[src/rtl/bp_pkg.sv]
// bp_pkg: shared types for the branch-predictor update scheduler.
package bp_pkg;
    localparam int PC_W = 64;
    typedef struct packed {
        logic [PC_W-1:0] pc;
        logic            taken;
        logic [PC_W-1:0] target;
        logic            mispred;
    } bp_upd_t;
    typedef enum logic [1:0] {IDLE = 2'd0, SHARE = 2'd1, DRAIN = 2'd2} bp_sched_state_e;
endpackage

[src/rtl/bp_upd_fifo.sv]
// bp_upd_fifo: circular FIFO of branch resolutions; head is always visible and held until dequeued.
module bp_upd_fifo
    import bp_pkg::*;
#(
    parameter int DEPTH = 4,
    localparam int CW = $clog2(DEPTH + 1)
) (
    input  logic          clock,
    input  logic          reset,
    input  logic          enq_i,
    input  bp_upd_t       din_i,
    input  logic          deq_i,
    output bp_upd_t       head_o,
    output logic [CW-1:0] count_o
);
    localparam int PW = $clog2(DEPTH);
    bp_upd_t       mem_q [DEPTH];
    logic [PW-1:0] head_q, tail_q;
    logic [CW-1:0] count_q;
    always_ff @(posedge clock) begin
        if (!reset) begin
            head_q  <= '0;
            tail_q  <= '0;
            count_q <= '0;
        end else begin
            if (enq_i) tail_q <= tail_q + 1'b1;
            if (deq_i) head_q <= head_q + 1'b1;
            count_q <= count_q + CW'(enq_i) - CW'(deq_i);
        end
    end
    always_ff @(posedge clock) begin
        if (enq_i) mem_q[tail_q] <= din_i;
    end
    assign head_o  = mem_q[head_q];
    assign count_o = count_q;
endmodule

[src/rtl/bp_update_sched.sv]
// bp_update_sched: shares the single predictor-table port between fetch lookups and queued updates.
module bp_update_sched
    import bp_pkg::*;
#(
    parameter int DEPTH      = 4,
    parameter int STARVE_MAX = 8,
    localparam int CW = $clog2(DEPTH + 1)
) (
    input  logic            clock,
    input  logic            reset,
    input  logic            ex_br_valid,
    input  logic [PC_W-1:0] ex_pc_idx,
    input  logic            ex_br_res,
    input  logic [PC_W-1:0] target_pc,
    input  logic            btb_mispred,
    output logic            ex_stall,
    input  logic            if_lookup_req,
    output logic            if_lookup_gnt,
    output logic            upd_valid,
    output logic [PC_W-1:0] upd_pc,
    output logic            upd_taken,
    output logic [PC_W-1:0] upd_target,
    output logic            upd_wr_btb,
    output logic [CW-1:0]   upd_count
);
    localparam int SW = $clog2(STARVE_MAX + 1);
    bp_sched_state_e state_q, state_d;
    logic [CW-1:0]   mp_q, mp_d, count_d;
    logic [SW-1:0]   starve_q, starve_d;
    bp_upd_t         head;
    logic            enq;
    bp_upd_fifo #(.DEPTH(DEPTH)) u_fifo (
        .clock  (clock),
        .reset  (reset),
        .enq_i  (enq),
        .din_i  ('{ex_pc_idx, ex_br_res, target_pc, btb_mispred}),
        .deq_i  (upd_valid),
        .head_o (head),
        .count_o(upd_count)
    );
    // Outputs are forced quiet while reset is held, regardless of stale state.
    assign ex_stall      = reset && upd_count == CW'(DEPTH);
    assign enq           = ex_br_valid && !ex_stall;
    assign upd_valid     = reset && (state_q == DRAIN ||
                           (state_q == SHARE && (!if_lookup_req || starve_q == SW'(STARVE_MAX))));
    assign if_lookup_gnt = reset && if_lookup_req && !upd_valid;
    assign upd_pc        = head.pc;
    assign upd_taken     = head.taken;
    assign upd_target    = head.target;
    assign upd_wr_btb    = head.mispred;
    always_comb begin
        count_d  = upd_count + CW'(enq) - CW'(upd_valid);
        mp_d     = mp_q + CW'(enq && btb_mispred) - CW'(upd_valid && head.mispred);
        starve_d = (upd_valid || state_q == IDLE) ? '0 :
                   (state_q == SHARE && if_lookup_gnt && starve_q != SW'(STARVE_MAX)) ? starve_q + 1'b1 : starve_q;
        state_d  = count_d == '0 ? IDLE :
                   (mp_d != '0 || count_d == CW'(DEPTH)) ? DRAIN : SHARE;
    end
    always_ff @(posedge clock) begin
        if (!reset) begin
            state_q  <= IDLE;
            mp_q     <= '0;
            starve_q <= '0;
        end else begin
            state_q  <= state_d;
            mp_q     <= mp_d;
            starve_q <= starve_d;
        end
    end
endmodule

[config.mk]
export PLATFORM = sky130hd
export DESIGN_NAME = bp_update_sched
export DESIGN_NICKNAME = d
export VERILOG_FILES = /design/src/rtl/bp_pkg.sv /design/src/rtl/bp_upd_fifo.sv /design/src/rtl/bp_update_sched.sv
export SDC_FILE = /design/constraint.sdc
export NUM_CORES = 1
export LEC_CHECK = 0
export ABC_CLOCK_PERIOD_IN_PS = 6230
export BUFFER_PORTS_ARGS = -buffer_cell sky130_fd_sc_hd__clkbuf_2
export CAP_MARGIN = 10
export CORE_ASPECT_RATIO = 2
export CORE_MARGIN = 2
export CORE_UTILIZATION = 50
export CTS_CLUSTER_SIZE = 20
export DETAILED_ROUTE_END_ITERATION = 8
export PLACE_DENSITY_LB_ADDON = 0.05
export SYNTH_ARGS = -nofsm -noshare
export SYNTH_HDL_FRONTEND = slang
export SYNTH_SLANG_ARGS = --single-unit
[constraint.sdc]
create_clock -name clock -period 6.23 [get_ports clock]
set_clock_uncertainty 0.15 [all_clocks]
set_input_delay 0.9345 -clock clock [delete_from_list [all_inputs] [get_ports clock]]
set_output_delay 0.9345 -clock clock [all_outputs]
set_load 0.01 [all_outputs]
; ---- Word-level counts from Yosys, hierarchy flattened
; Memory sizes are Yosys's and may differ from the RTL's. A register that Yosys moved wholly into a read port is not among the register bits.
; Index checks and enable logic that the tools add are counted.
[totals]
reg_bits = 16
mem_bits_rw = 520
wordCells = 48
memories = 1
[memory_table]
columns = name, words, word_bits, read_ports, rd_clocked_by_memory_dff, write_ports, line
row1 = u_fifo.mem_q, 4, 130, 1, 1, 1, bp_upd_fifo.sv:17  ; bp_upd_t mem_q [DEPTH];
[op_classes]
n_eq_ne = 6
muxes = 5
bitwise_logic = 1
reduce_logical = 22
add_sub_neg = 7
[ops]
columns = cell, n
row1 = $logic_and A1 B1 Y1, 10
row2 = $add A3 B1 Y3, 2
row3 = $eq A3 B3 Y1 const B, 2
row4 = $mux W2, 3
row5 = $sub A3 B1 Y3, 2
row6 = $add A2 B1 Y2 const B, 2
row7 = $add A4 B1 Y4 const B, 1
row8 = $eq A4 B4 Y1 const B, 1
row9 = $logic_or A1 B1 Y1, 4
row10 = $ne A4 B4 Y1 const B, 1
row11 = $reduce_or A2 Y1, 2
row12 = $logic_not A1 Y1, 3
row13 = $logic_not A3 Y1, 1
row14 = $reduce_bool A3 Y1, 1
row15 = $eq A2 B1 Y1 const B, 1
row16 = $eq A2 B2 Y1 const B, 1
row17 = $logic_not A2 Y1, 1
row18 = $mux W1, 2
row19 = $not A1 Y1, 1

; ---- Longest topological paths before layout
; Gate-level depths: netlist of run 1.
[logic_depth]
ltp_word = 10
ltp_mapped = 13
ltp_nobuf = 13

; ---- Cells and area by module
; From an unflattened synthesis of run 1, not the netlist that was laid out.
[unflattened]
hier_cells = 787
hier_area_um2 = 19917.9
[modules_own_cells]
columns = mod, cells_each, seq_area_each_um2, area_per_inst_um2, n_inst
row1 = bp_upd_fifo, 720, 15795.1, 19293.5, 1
row2 = bp_update_sched, 67, 180.2, 624.3, 1

; ---- Worst setup path before layout of run 1
; No wires, ideal clock.
[synth_timing]
path_type = input to register
start = in reset
end = mem u_fifo.mem_q[0][0] (netlist name), enable pin
path_stages = 4
setup_time_ps = 505
required_time_ps = 5575
n_path_buf = 1
arrival_ps = 4436
slack_ps = 1140
cell_sequence = and4bb_2 > nor2b_1 > buf_4 > and2_1
[synth_via]
elab_chain_len = 5
[synth_lines]
columns = item, line
row1 = "start, declared", bp_update_sched.sv:10  ; input logic reset,
row2 = $logic_and A1 B1 Y1, bp_update_sched.sv:42  ; assign ex_stall = reset && upd_count == CW'(DEPTH);
row3 = $logic_not A1 Y1, bp_update_sched.sv:43  ; assign enq = ex_br_valid && !ex_stall;
row4 = $logic_and A1 B1 Y1, bp_update_sched.sv:43
row5 = via enq, bp_update_sched.sv:31  ; logic enq;
row6 = $mux W1, bp_upd_fifo.sv:32  ; if (enq_i) mem_q[tail_q] <= din_i;
row7 = $mux W1 (implied by the code), bp_upd_fifo.sv:32
row8 = "end, declared", bp_upd_fifo.sv:17
; The timed path passes the listed nets, and every way through them passes these cells.

==> flow_summary.ini, run 1 <==
[cts]
clk_pin_slew_ps = 60
root_buffer = clkbuf_16
htree_levels = 2
ctsResizeCount = 0
tritoncts = yes
clock_latency_ps = 540
cts_setup_buffers = 0
ctsHoldBuffers = 0
cts_sinks = 538
cts_made_buffers = 45
clk_path_buf_depth = 3

[yosys]
syn_nets = 927
ys_ff_latch = 538
async_reset_ff_frac = 0
synth_edf_count = 520
syn_area_per_cell_um2 = 25.4
ys_types = 36
netlist_area_um2 = 19800
synthCells = 781
ys_seq_area_frac = 0.806
yosysWarnings = 0
synthFlopType = edfxtp_1

[timing]
timing.final.hold_violations = 0
relSlewSlack = 0.338
period_share = 0.634
tightest_slew_ps = 993
rsz0062_at_grt = no
final-max-slew-violation-count = 0
fin_ws_ps = 2280
fmax_mhz = 253
fin_crit_ps = 3950
finalSetupViolCount = 0
fin_setup_tns_ps = 0

[drt]
totalWireLength_um = 38200
firstDrtPassIters = 4
postRouteAntennaNets = 0
drt_iter0_drc = 465
vias = 8844
avgViaCountPerCell = 5.39
drc = 0
wl_per_cell_um = 23.3

[die]
start_util = 0.505
io_pins = 270
coreArea_um2 = 39300
fp.dieArea_um2 = 41400
die_width_um = 145
die_h_um = 286
placementRows = 103

[setup_path]
crit_path_start_kind = flop
r2r_cells = 9
setup.worst_path.class = reg -> out
critPathMaxFanout = 34
crit_required_ps = 5150
endpoint_kind = output pin
crit_arrival_ps = 2870

[placed_design]
pre_cts_ws_ps = 2260
gp_congestion = 0.705
portBuffers = 269
dp_hpwl_um = 22900
placed_cell_area_um2 = 21600

[grt]
antenna_found_initial = 4
track_usage = 0.186
grt_overflow = 0
grt_first_pass_wirelength_um = 56600
grt_start_max_net_pins = 101
grt_pass1_vias = 9350

[final_layout]
layout.nets = 1224
layout_common_cells = 520 x edfxtp_1, 269 x clkbuf_2, 130 x mux4_2, 45 x clkbuf_16, 16 x dfxtp_1
drive_gt1_frac = 0.434
post-route-util = 0.588
fillers = 2870
final_common_cell = edfxtp_1
finalInstanceArea_um2 = 23100
area_growth_pct = 16.5

[hold_path]
hold_class = reg -> reg
min_path_cells = 2

[flow_run]
drv_cap = 0

[power]
power_mw = 9.24
peakVddDrop_mv = 0.283
p_leak_nw = 7.81
power-per-cell-area_nw_per_um2 = 400

[status]
outcome = finished clean
[final cells by class]
class / instances / area [um2] / area share
flip-flops and latches: 538 / 16000 / 0.692
multi-input cells: 200 / 3480 / 0.151
repair buffers: 281 / 1490 / 0.0643
clock buffers: 47 / 1130 / 0.0491
well taps: 525 / 657 / 0.0284
clock inverters: 34 / 310 / 0.0134
inverters: 12 / 45.0 / 0.00195
diodes: 3 / 7.51 / 0.000325
[cells in the mapped netlist (2+ instances only)]
master    number  share of area
xor2_1         2        0.00088
buf_6          2         0.0011
nor2b_1        2        0.00063
buf_2         12         0.0030
mux4_2       130           0.15
fa_1           2         0.0020
inv_1         12         0.0023
nand2b_1       2        0.00063
nor2_1         7         0.0013
buf_12        11          0.011
and3b_1        2        0.00088
dfxtp_1       18          0.018
a21oi_1        3        0.00076
ha_1          10         0.0063
buf_4          2        0.00076
xnor2_1        6         0.0026
nand2_1        6         0.0011
clkbuf_1       2        0.00038
mux2i_1        2         0.0010
nand3_1        2        0.00050
and2_1        12         0.0038
edfxtp_1     520           0.79
[registers in the layout, indices dropped and copies added, names as in the netlist, named ones only]
register	flops
starve_q	4
u_fifo.mem_q	520
u_fifo.head_q	2
state_q	2
u_fifo.tail_q	2
u_fifo.count_o	3
mp_q	3
[through the flow]
step / instances / hold slack, ps
4_1_cts: 1637 / 347
6_report: 1640 / 347
3_5_place_dp: 1556 / 338
3_3_place_gp: 1556 / 320
5_1_grt: 1639 / 367
2_1_floorplan: 781 / 307
[critical path: stages (launching register included)]
cell and delay, ps:
dfxtp_4 800, buf_4 680, mux4_2 610, clkbuf_2 150
[worst paths after layout]
path | slack [ps] | endpoint | from
setup / recovery | 2280 | upd_target[42] | flop
hold / removal | 350 | starve_q[2]$_SDFFE_PP0P_ | starve_q[2]$_SDFFE_PP0P_
setup reg to reg | 2790 | state_q[1]$_SDFF_PP0_ | flop
hold reg to reg | 350 | starve_q[2]$_SDFFE_PP0P_ | starve_q[2]$_SDFFE_PP0P_
[power by group]
part           internal [mW]  switching (mW)
logic                  0.962            1.05
clock network           1.57            1.22
registers               4.30           0.140
total                   6.83            2.40
[cell families (layout without fill, tap and decap cells)]
| logic type | count (synthesis) | after routing | synth area share |
|---|---|---|---|
| compound gates | 8 | 8 | 0.00259 |
| mux | 132 | 132 | 0.149 |
| fa+ha+maj | 12 | 12 | 0.00833 |
| other cells | 0 | 3 | 0 |
| simple gates | 40 | 40 | 0.0117 |
| buf+inv | 43 | 374 | 0.0196 |
| xor+xnor | 8 | 8 | 0.00353 |
| flops | 538 | 538 | 0.806 |
[layer usage]
metal	global-route usage	vias to the layer above	wire [um]
li1	-	3906	-
met1	0.237	4638	14800
met2	0.315	241	19800
met3	0.0462	57	2590
met4	0.0566	2	975
met5	0	-	13
Note: power is estimated with default switching activity, not from simulation.
==> inputs of run 2 (changes only) <==
- ABC_CLOCK_PERIOD_IN_PS: 6230 -> 3900
- clock period: 6.23 -> 3.9 ns (I/O delays scaled with it)
==> flow_summary.ini, run 2 (synthesis results as in run 1) <==
[drt]
vias = 8867
drt_iter0_drc = 423
postRouteAntennaNets = 0
avgViaCountPerCell = 5.41
drc = 0
totalWireLength_um = 37200
wl_per_cell_um = 22.7
firstDrtPassIters = 4

[die]
die_h_um = 286
fp.dieArea_um2 = 41400
die_width_um = 145
coreArea_um2 = 39300
placementRows = 103
start_util = 0.505
io_pins = 270

[power]
clkPwrFrac = 0.282
peakVddDrop_mv = 0.435
p_int_mw = 10.7
p_leak_nw = 7.77
p_sw_frac = 0.260
power-per-cell-area_nw_per_um2 = 625
p_comb_frac = 0.234
p_seq_frac = 0.484
power.switching_mw = 3.75

[final_layout]
final_common_cell = edfxtp_1
regMostFlops = u_fifo.mem_q
regArea_um2 = 16000
fin_cells = 1638
multi_input_area_um2 = 3480
layout.nets = 1229
largest_reg_flops = 520
reg_top3 = u_fifo.mem_q: 520 flops, starve_q: 4 flops
drive_gt1_frac = 0.428
finalInstanceArea_um2 = 23100
layout_common_cells = 520 x edfxtp_1, 269 x clkbuf_2, 130 x mux4_2, 45 x clkbuf_16, 18 x clkbuf_1
area_growth_pct = 16.4
fillers = 2869

[timing]
fin_hold_ws_ps = 105
tightest_slew_ps = 913
fin_setup_tns_ps = 0
fmax_mhz = 294
fin_crit_ps = 3400
final-max-slew-violation-count = 0
period_share = 0.873
timing.final.hold_violations = 0
finalSetupViolCount = 0
rsz0062_at_grt = no
relSlewSlack = 0.392
fin_ws_ps = 495

[cts]
cts_sinks = 538
clk_path_buf_depth = 3
cts_setup_buffers = 0
ctsHoldBuffers = 0
tritoncts = yes
root_buffer = clkbuf_16
htree_levels = 2
clk_pin_slew_ps = 70
clock_latency_ps = 550
ctsResizeCount = 0
cts_made_buffers = 45

[grt]
use_met3 = 0.0465
antenna_found_initial = 5
grt_use_met2 = 0.327
grt_pass1_vias = 9671
top_usage_layer = met2
grt_start_max_net_pins = 130
track_usage = 0.183
grt_overflow = 0
grt_first_pass_wirelength_um = 55700
grtUsageMet1 = 0.209

[setup_path]
endpoint_kind = output pin
r2r_setup_slack_ps = 860
crit_arrival_ps = 2670
r2r_cells = 12
setup.worst_path.class = reg -> out
critPathMaxFanout = 73
crit_end = upd_pc[1]
crit_path_start_kind = flop
crit_required_ps = 3160
r2r-end = state_q[1]$_SDFF_PP0_
r2r_start = starve_q[0]$_SDFFE_PP0P_

[hold_path]
hold_class = in -> reg

[placed_design]
placed_cells = 1561
portBuffers = 269
gp_congestion = 0.720
placed_cell_area_um2 = 21800
dp_hpwl_um = 22600
pre_cts_ws_ps = 621

[flow_run]
drv_cap = 0

[status]
outcome = finished clean
-- run 2: worst max-delay path: stages (launching register included) --
cell and delay [ps]:
dfxtp_4 370, buf_12 380, buf_12 570, mux4_2 600
clkbuf_2 150
-- run 2: worst min path at each step --
stage                                        startpoint                            end  cells after the start
after floorplan                starve_q[2]$_SDFFE_PP0P_       starve_q[2]$_SDFFE_PP0P_                      2
after global placement    u_fifo.head_q[1]$_SDFFE_PN0P_                           flop                      2
after detailed placement  u_fifo.head_q[1]$_SDFFE_PN0P_                           flop                      2
after CTS                                  target_pc[6]   u_fifo.mem_q[0][7]$_DFFE_PP_                      1
after global routing                       target_pc[9]  u_fifo.mem_q[2][10]$_DFFE_PP_                      1
final                                      target_pc[6]   u_fifo.mem_q[2][7]$_DFFE_PP_                      1
-- run 2: layer usage --
layer	up-vias	wire (um)
met5	-	27
met4	4	1220
met3	72	2620
met2	269	19900
met1	4610	13400
li1	3912	-
-- run 2: final cells by class --
cell class	instances	area share
Timing Repair Buffer	286	0.0709
Sequential cell	538	0.692
Multi-Input combinational cell	200	0.151
Tap cell	525	0.0284
Clock buffer	65	0.0529
Inverter	12	0.00195
Antenna cell	3	0.000325
Clock inverter	9	0.00282
-- run 2: through the flow --
step                      power [mW]  utilization
after floorplan                 9.50            -
after global routing            15.1        0.587
final                           14.4        0.587
after global placement          10.6        0.555
after detailed placement        10.6        0.555
after CTS                       14.7        0.587
-- run 2: power by group through the flow --
| stage | sequential (mW) | clock, mW | combinational, mW |
|---|---|---|---|
| final | 6.99 | 4.07 | 3.37 |
| after global routing | 7.02 | 4.40 | 3.69 |
| after CTS | 6.99 | 4.19 | 3.50 |
| after detailed placement | 7.12 | 0 | 3.48 |
| after global placement | 7.09 | 0 | 3.49 |
| after floorplan | 7.10 | 0 | 2.39 |
==> inputs of run 3 (changes only) <==
- CORE_UTILIZATION: 50 -> 45
==> flow_summary.ini, run 3 (synthesis results as in run 1) <==
[hold_path]
hold_class = in -> reg
min_path_cells = 1

[grt]
antenna_found_initial = 7
grt_pass1_vias = 9479
top_usage_layer = met2
grt_overflow = 0
use_met3 = 0.0429
grt_start_max_net_pins = 130
track_usage = 0.168
grt_use_met2 = 0.300
grtUsageMet1 = 0.200
grt_first_pass_wirelength_um = 58100

[drt]
drc = 0
firstDrtPassIters = 4
postRouteAntennaNets = 0
drt_iter0_drc = 388
avgViaCountPerCell = 5.29
vias = 8846
totalWireLength_um = 38800
wl_per_cell_um = 23.2

[timing]
period_share = 0.785
fin_crit_ps = 3060
tightest_slew_ps = 948
final-max-slew-violation-count = 0
finalSetupViolCount = 0
timing.final.hold_violations = 0
rsz0062_at_grt = no
fmax_mhz = 327
relSlewSlack = 0.368
fin_setup_tns_ps = 0
fin_ws_ps = 840

[power]
p_leak_nw = 7.83
power-per-cell-area_nw_per_um2 = 635
peakVddDrop_mv = 0.435

[final_layout]
layout.nets = 1230
final_common_cell = edfxtp_1
area_growth_pct = 17.1
drive_gt1_frac = 0.436
regMostFlops = u_fifo.mem_q
layout_common_cells = 520 x edfxtp_1, 269 x clkbuf_2, 130 x mux4_2, 48 x clkbuf_16, 16 x dfxtp_1
reg_top3 = u_fifo.mem_q: 520 flops, starve_q: 4 flops
largest_reg_flops = 520
fillers = 3432

[cts]
clk_path_buf_depth = 3
clk_pin_slew_ps = 60
cts_sinks = 538
ctsResizeCount = 0
cts_made_buffers = 47
htree_levels = 2
cts_setup_buffers = 0
root_buffer = clkbuf_16
tritoncts = yes
clock_latency_ps = 550
ctsHoldBuffers = 0

[setup_path]
critPathMaxFanout = 129
crit_arrival_ps = 2320
setup.worst_path.class = reg -> out
endpoint_kind = output pin
crit_chain = buf_12, mux4_2, clkbuf_2
critical-path-max-stage-delay_ps = 570
crit_required_ps = 3160
crit_path_start_kind = flop
cpMaxStageDelayCell = buf_12
r2r_cells = 12

[die]
placementRows = 108
start_util = 0.456
coreArea_um2 = 43500
die_width_um = 152
fp.dieArea_um2 = 45900
die_h_um = 301
io_pins = 270

[placed_design]
portBuffers = 269
dp_hpwl_um = 23000
pre_cts_ws_ps = 648
gp_congestion = 0.720

[status]
outcome = finished clean

[flow_run]
drv_cap = 0
[run 3: cell types whose count changed in the layout (fill, tap and decap cells not counted), sizes merged]
| cell | before | now |
|---|---|---|
| buf | 17 | 16 |
| clkinv | 8 | 18 |
| inv | 12 | 14 |
| clkbuf | 334 | 329 |
| clkinvlp | 0 | 2 |
| bufinv | 1 | 2 |
[run 3: per-stage QoR]
stage | area (um2) | total power, mW | instances | hold WS [ps] | util
floorplan | 19800 | 9.50 | 781 | 307 | -
global placement | 21800 | 10.6 | 1585 | 325 | 0.500
detailed placement | 21800 | 10.6 | 1585 | 330 | 0.500
CTS | 23200 | 15.0 | 1669 | 54.7 | 0.534
global route | 23200 | 15.4 | 1672 | 67.4 | 0.534
finish | 23200 | 14.7 | 1672 | 89.9 | 0.534
[run 3: worst paths after layout]
check	startpoint	to	slack, ps
max	flop	upd_target[59]	840
min reg2reg	starve_q[2]$_SDFFE_PP0P_	starve_q[2]$_SDFFE_PP0P_	340
min	ex_pc_idx[26]	u_fifo.mem_q[0][92]$_DFFE_PP_	90
max reg2reg	starve_q[0]$_SDFFE_PP0P_	state_q[1]$_SDFF_PP0_	850
[run 3: power breakdown]
part | internal, mW | total [mW] | switching [mW]
clock | 2.42 | 4.38 | 1.96
combinational | 1.56 | 3.37 | 1.80
sequential | 6.87 | 6.99 | 0.115
total | 10.9 | 14.7 | 3.88
[run 3: area by class of cell]
cell class                 count  area, um2  share of cell area
timing repair buffer         285       1580              0.0680
inverter                      12       45.0             0.00194
multi-input combinational    200       3480               0.150
clock inverter                24        185             0.00797
sequential                   538      16000               0.688
tap                          550        688              0.0296
clock buffer                  60       1260              0.0541
antenna                        3       7.51            0.000323
[run 3: critical path, delay by kind of cell, from the launching register on]
kind	cells	cell delay, ps
buffers and inverters	2	720
flip-flops	1	360
multiplexers	1	450
[run 3: routing by layer]
layer | wire (um) | part of all wire
met1 | 14900 | 0.38
met2 | 20500 | 0.53
met3 | 2410 | 0.062
met4 | 918 | 0.024
met5 | 43 | 0.0011
